<file path="src/rtl/reg_file.sv">
// reg_file: 32 x 32-bit architectural register file for the single-cycle CPU.
// Two combinational read ports (rs, rt) and one synchronous write port (rd).
// r0 reads as zero and ignores writes; r29 (stack pointer) resets to SP_RESET.
// Optional macro REG_FILE_BYPASS_EN: forward a same-cycle write to either read port.

module reg_file #(
    parameter logic [31:0] SP_RESET = 32'd128
) (
    input  logic        clk_i,
    input  logic        rst_i,
    input  logic [4:0]  rs_addr_i,
    input  logic [4:0]  rt_addr_i,
    input  logic [4:0]  rd_addr_i,
    input  logic [31:0] rd_data_i,
    input  logic        reg_write_i,
    output logic [31:0] rs_data_o,
    output logic [31:0] rt_data_o
);

    localparam int unsigned SpIdx = 29;

    // r0 has no storage; it is synthesised as a constant zero on the read side.
    logic [31:0] regs_q [1:31];

    logic        wr_en;
    logic [31:0] rs_stored;
    logic [31:0] rt_stored;

    // Write qualifier: a reset in the same cycle discards the write.
    always_comb begin
        wr_en = reg_write_i && !rst_i && (rd_addr_i != 5'd0);
    end

    // Register storage: asynchronous clear to reset contents, single write per edge.
    always_ff @(posedge clk_i or posedge rst_i) begin
        if (rst_i) begin
            for (int i = 1; i < 32; i++) begin
                regs_q[i] <= (i == SpIdx) ? SP_RESET : 32'h0;
            end
        end else if (wr_en) begin
            regs_q[rd_addr_i] <= rd_data_i;
        end
    end

    // Stored-value lookup for both ports; address 0 returns the hardwired zero.
    always_comb begin
        rs_stored = 32'h0;
        rt_stored = 32'h0;
        if (rs_addr_i != 5'd0) begin
            rs_stored = regs_q[rs_addr_i];
        end
        if (rt_addr_i != 5'd0) begin
            rt_stored = regs_q[rt_addr_i];
        end
    end

`ifdef REG_FILE_BYPASS_EN
    // Output select: forward the in-flight write data when it targets the read index.
    always_comb begin
        rs_data_o = rs_stored;
        rt_data_o = rt_stored;
        if (wr_en && (rd_addr_i == rs_addr_i)) begin
            rs_data_o = rd_data_i;
        end
        if (wr_en && (rd_addr_i == rt_addr_i)) begin
            rt_data_o = rd_data_i;
        end
    end
`else
    // Output select: reads always return the committed register contents.
    always_comb begin
        rs_data_o = rs_stored;
        rt_data_o = rt_stored;
    end
`endif

endmodule

</file>
<file path="config.mk">
export PLATFORM = sky130hd
export DESIGN_NAME = reg_file
export DESIGN_NICKNAME = d
export VERILOG_FILES = /design/src/rtl/reg_file.sv
export SDC_FILE = /design/constraint.sdc
export NUM_CORES = 2
export LEC_CHECK = 0
export CELL_PAD_IN_SITES_DETAIL_PLACEMENT = 1
export CELL_PAD_IN_SITES_GLOBAL_PLACEMENT = 1
export CORE_ASPECT_RATIO = 1.2
export CORE_MARGIN = 4
export CORE_UTILIZATION = 40
export CTS_CLUSTER_SIZE = 16
export DETAILED_ROUTE_END_ITERATION = 8
export PLACE_DENSITY = 0.72
export REMOVE_ABC_BUFFERS = 1
export SLEW_MARGIN = 20
export SYNTH_ARGS = -nofsm -noshare
export SYNTH_HDL_FRONTEND = slang
export SYNTH_SLANG_ARGS = --single-unit
export TNS_END_PERCENT = 1
</file>
<file path="constraint.sdc">
create_clock -name clk_i -period 40.9 [get_ports clk_i]
set_input_delay 8.18 -clock clk_i [delete_from_list [all_inputs] [get_ports clk_i]]
set_output_delay 8.18 -clock clk_i [all_outputs]
set_load 0.01 [all_outputs]
</file>
# Word level (Yosys, flattened, before mapping)
# Index checks and enable logic that the tools add are counted.
# totals
reg_bits,992
inputBits,50
output_inout_bits,64
# op_classes
magnitude_cmp,4
n_mux,11
bitwise_logic,3
reduce_logical,7
# ops
operator,n
bitwise mux 992 bit,1
binary-select mux 32 bit (select 5 bit),2
two-way mux 32 bit,7
demux 32 bit (select 5 bit),1
">= comparator 6 bit, second input constant",3
NOT 5 -> 6 bit,3
nonzero test 5 bit,3
"less-than comparator 6 x 1 -> 1 bit, second input constant",1
logical AND 1 bit,3
logical NOT 1 bit,1

# Logic depth before layout (Yosys ltp)
# depth
depth_word,6
depth_mapped,8
depth_no_buf,4

# Worst setup path before layout
# Ideal clock, no wire load.
# synth_path
path_kind,input to output
start,input port rt_addr_i[1]
end,output port rt_data_o[31]
t_arrival_ps,9502
t_required_ps,32720
path_slack_ps,23218
stages,8
path_buffers,4
path_cell_list,buf_4 > buf_6 > buf_8 > nand2_4 > buf_2 > o22ai_1 > nor3_1 > nor4_1
# synth_between
elab_chain_cells,5
# synth_lines
element,line_no,rtl
start: declaration,12,"input logic [4:0] rt_addr_i,"
NOT 5 -> 6 bit (implied by the code),53,rt_stored = regs_q[rt_addr_i];
binary-select mux 32 bit (select 5 bit),53,
two-way mux 32 bit (implied by the code) (2 in a row),53,
two-way mux 32 bit (*),52,if (rt_addr_i != 5'd0) begin
end: declaration,17,output logic [31:0] rt_data_o
# Mark *: on every way between the ends. The rest lies on a longest branch, timed or not. The select of a mux whose other input is x is not followed.

# Worst setup path in the final report
# layout_path
start,input port rs_addr_i[0]
end,output port rs_data_o[1]
# layout_between
elab_chain_cells,5
# layout_lines
element,line_no,rtl
start: declaration,11,"input logic [4:0] rs_addr_i,"
NOT 5 -> 6 bit (implied by the code),50,rs_stored = regs_q[rs_addr_i];
binary-select mux 32 bit (select 5 bit),50,
two-way mux 32 bit (implied by the code) (2 in a row),50,
two-way mux 32 bit (*),49,if (rs_addr_i != 5'd0) begin
end: declaration,16,"output logic [31:0] rs_data_o,"
# Marks and branches as above.

==> results <==
- Summed over all nets, the half-perimeter wirelength after detailed placement is 109 mm.
- In the global route stage, overall resource usage came out at 26.6%.
- The number of nets in the layout is 4274.
- The setup slack of the most critical reg-to-reg path is 40.07 ns.
- The compound-cell area share of the yosys netlist is 5.68%.
- After technology mapping, the gate count stands at 4358.
- The worst register-to-register path ends at regs_q[358].
- Excluding fillers, the count of instances in the completed layout stands at 6113.
- The mean cell area of the mapped netlist is 12.5 um^2.
- In this run, synthesis produced a sequential element count of 992.
- The total die area is 142000 um^2.
- The type of the worst setup path is input pin to output port.
- Among cell families on the critical path, the largest total delay comes from buffers and inverters.
- The TritonCTS buffer count is 104.
- At the pin with the least slew margin, the transition time is 1.14 ns.
- The most frequent cell on the critical path is sky130_fd_sc_hd__buf_4.
- The worst hold path terminates at regs_q[362].
- The sequential area share after synthesis is 45.6%.
- Counting every sink on the clock net gives 992.
- The count of input and output buffers is 113.
- Max-cap violations in this run came to 0.
- Among all cell types in the netlist, the one instantiated most often is sky130_fd_sc_hd__mux2_2.
- The count of final setup violators is 0.
- Counting flops with an async set or reset pin after synthesis yields a share of 100%.
- The global placement routability congestion is 0.807.
- The largest registers in the layout are regs_q (992).
- The initial utilization of the core area, before any placement, comes to 40.2%.
- Along the worst path, the maximum fanout reaches 53.
- Using the TritonRoute via totals, the vias-per-cell ratio works out to 6.25.
- Clock tree synthesis selected as its root buffer the cell sky130_fd_sc_hd__clkbuf_16.
- The post-route netlist has 34.4% of its cells at a drive strength greater than 1.
- The share of the cycle needed by the critical path after routing is 50.6%.
- The number of primary I/O pins is 114.
- The die is 412 um tall.
- The post-synthesis simple-gate area fraction is 5.96%.
- In the routed design, unresolved DRC markers number 0.
- The worst vdd rail ir drop is 0.0316 mV.
- Timing analysis after detailed placement gives a worst setup slack of 20.27 ns.
- The cell count after placement is 5918.
- The synthesized design spends more area on one cell type than any other, namely sky130_fd_sc_hd__dfrtp_1.
- The longest clock path from root to sink contains 3 buffers.
- The filler cell count in the final layout is 13800.
- The kind of path behind the tightest hold check is flip-flop to flip-flop.
- The buffers inserted during post-CTS setup optimization is 0.
- Power spread over the standard cell area amounts to 44.7 nW/um^2.
- In this run the cell area of the synthesized design comes to 54400 um^2.
- After routing, the total negative slack on setup checks comes to 0 ns.
- The worst register-to-register path begins at regs_q[358].
- The synthesized design devotes to its leading area cell type 45.6% of total area.
- Summing all multi-input logic gate instances after layout gives 27600 um^2.
- The count of antenna-violating nets left after detailed routing is 0.
- The standard cell core area is 135000 um^2.
- The via count of the first global-routing pass was 40700.
- The clock slew at the register clock pins of the worst setup and hold paths is 0.05 ns.
- The number of flops mapped to enable cells by yosys is 0.
- The cell count of the worst reg-to-reg path is 1.
- The final critical delay including setup and external delays is 20.69 ns.
- By area the synthesized netlist is led by sky130_fd_sc_hd__dfrtp_1, sky130_fd_sc_hd__mux2_2, sky130_fd_sc_hd__mux2i_1.
- Entering global routing, the biggest net connects 173 pins.
- Traced cell by cell, the critical path runs through buf_8 -> buf_4 -> buf_4 -> buf_4 -> a221o_1 -> nand3_1 -> a211oi_1 -> clkdlybuf4s50_1.
- The count of synthesis-stage warnings from yosys is 0.
- For this design, the CTS-stage hold fixing added 0 buffers.
- The number of gates resized after CTS was 0.
- The critical path contains buffers and inverters numbering 5 combined.
- The largest single stage delay on the critical path is 0.80 ns.
- The leftover overflow at the end of global routing is 0.
- The proportion of synthesized area in mux cells is 38.6%.
- The number of max-slew violations in the final report is 0.
- The initialized floorplan defines 148 standard-cell rows.
- The layout-stage area growth over the synthesis result is 10.2%.
- The worst clock skew is 0 ns.
- The most used flip-flop cell after synthesis is sky130_fd_sc_hd__dfrtp_1.
- Derived from the worst setup path, the maximum achievable clock frequency is 0.0483 GHz.
- The wire length of the first global-routing pass is 281 mm.
- The count of unique library cells instantiated by Yosys is 37.
- In the final layout, flip-flops and latches occupy 24800 um^2.
- The final layout contains routed wiring with a total length of 192 mm.
- The run finished with clean final reports.
- The kind of end point of the critical path is an output port.
- The detailed-router iteration count before antenna repair is 5.
- The worst hold path stage count is 1.
- The worst path arrival time is 12.51 ns.
- TritonCTS built the clock tree.
- The synthesized netlist devotes 0% of its cell area to adder and majority cells.
- The number of H-tree levels is 3.
- The via total after detailed routing is 38200.
- After Yosys synthesis, XOR and XNOR cells account for 0% of the synthesized area.
- The worst hold path startpoint is regs_q[362].
- From left edge to right edge, the die measures 345 um.
- The initial detailed-routing violation count is 2882.
- The total count of hold-check failures in the final report is 0.
- For the worst-skew pair, the clock arrives at the later sink with an insertion delay of 0.72 ns.
- In the post-route analysis, the smallest setup slack over all paths is 20.21 ns.
- By count the netlist is led by sky130_fd_sc_hd__mux2_2, sky130_fd_sc_hd__dfrtp_1, sky130_fd_sc_hd__mux2i_1, sky130_fd_sc_hd__o22ai_1, sky130_fd_sc_hd__buf_2.
- The slowest stage cell on the critical path is sky130_fd_sc_hd__buf_4.
- The worst-case headroom to the max-slew limit is 24.0%.
- Setup repair after global routing left no endpoint under its margin.
- The type of origin of the critical path is an input pin.
- In the final routed layout, each cell accounts on average for 31.4 um.
- The initial antenna violation count is 4.
- The required time of the critical path is 32.72 ns.
- The register with the most flip-flops in the layout has 992 of them.
- regs_q holds more flip-flops than any other register.
- The leakage power summed over all cells is 0.0278 uW.
- The combinational family with the most area after synthesis is multiplexers.
area by class of cell:
cell class / instances / area share (%)
multi-input combinational: 2927 / 46.0
sequential: 992 / 41.4
clock buffer: 147 / 5.01
tap: 1800 / 3.75
timing repair buffer: 197 / 2.89
clock inverter: 46 / 0.922
inverter: 2 / 0.0250
antenna: 2 / 0.00834
metrics by stage:
step	power, uW	hold slack, ns	util (%)	cell area (um^2)
finish	2680	0.516	44.3	60000
global route	2790	0.529	44.3	60000
CTS	2690	0.519	44.4	60100
detailed placement	1690	0.507	41.7	56500
global placement	1660	0.492	41.7	56500
floorplan	1500	0.479	-	52200
cell usage in the layout, fill, tap and decap left out, types with 67 or more instances in the layout:
cell                              Yosys  layout
sky130_fd_sc_hd__mux2_2            1024    1024
sky130_fd_sc_hd__dfrtp_1            991     991
sky130_fd_sc_hd__mux2i_1            768     768
sky130_fd_sc_hd__o22ai_1            194     194
sky130_fd_sc_hd__nand2_1            147     130
sky130_fd_sc_hd__nor2_1             138     128
sky130_fd_sc_hd__clkbuf_16            0     105
sky130_fd_sc_hd__clkdlybuf4s50_1      0      89
sky130_fd_sc_hd__buf_4               36      81
sky130_fd_sc_hd__nor3_1              67      67
sky130_fd_sc_hd__nand3_1             67      67
worst max-delay path by stage:
stage                       startpoint           end  slack, ns  cells past startpoint
after floorplan                  rst_i     regs_q[0]       4.81                      1
after detailed placement  rs_addr_i[0]  rs_data_o[1]      20.27                      8
after global placement    rs_addr_i[0]  rs_data_o[1]      20.27                      8
final                     rs_addr_i[0]  rs_data_o[1]      20.21                      8
after global routing      rs_addr_i[0]  rs_data_o[1]      20.11                      8
after CTS                 rs_addr_i[0]  rs_data_o[1]      20.27                      8
kinds of logic after synthesis:
logic type	after synthesis
mux	1890
compound gates	386
flops	992
simple gates	651
buf+inv	439
where the power goes:
group          internal, uW  leakage (uW)  switching [uW]
sequential             1110        0.0132             103
combinational           229        0.0128             233
clock                   577       0.00177             425
per-layer routing:
layer	global-route usage, %	part of all wire, %
met1	32.6	40
met4	12.9	5.2
met5	0	0.0078
met2	45.2	49
met3	4.76	5.6
(Power assumes the default switching activity.)
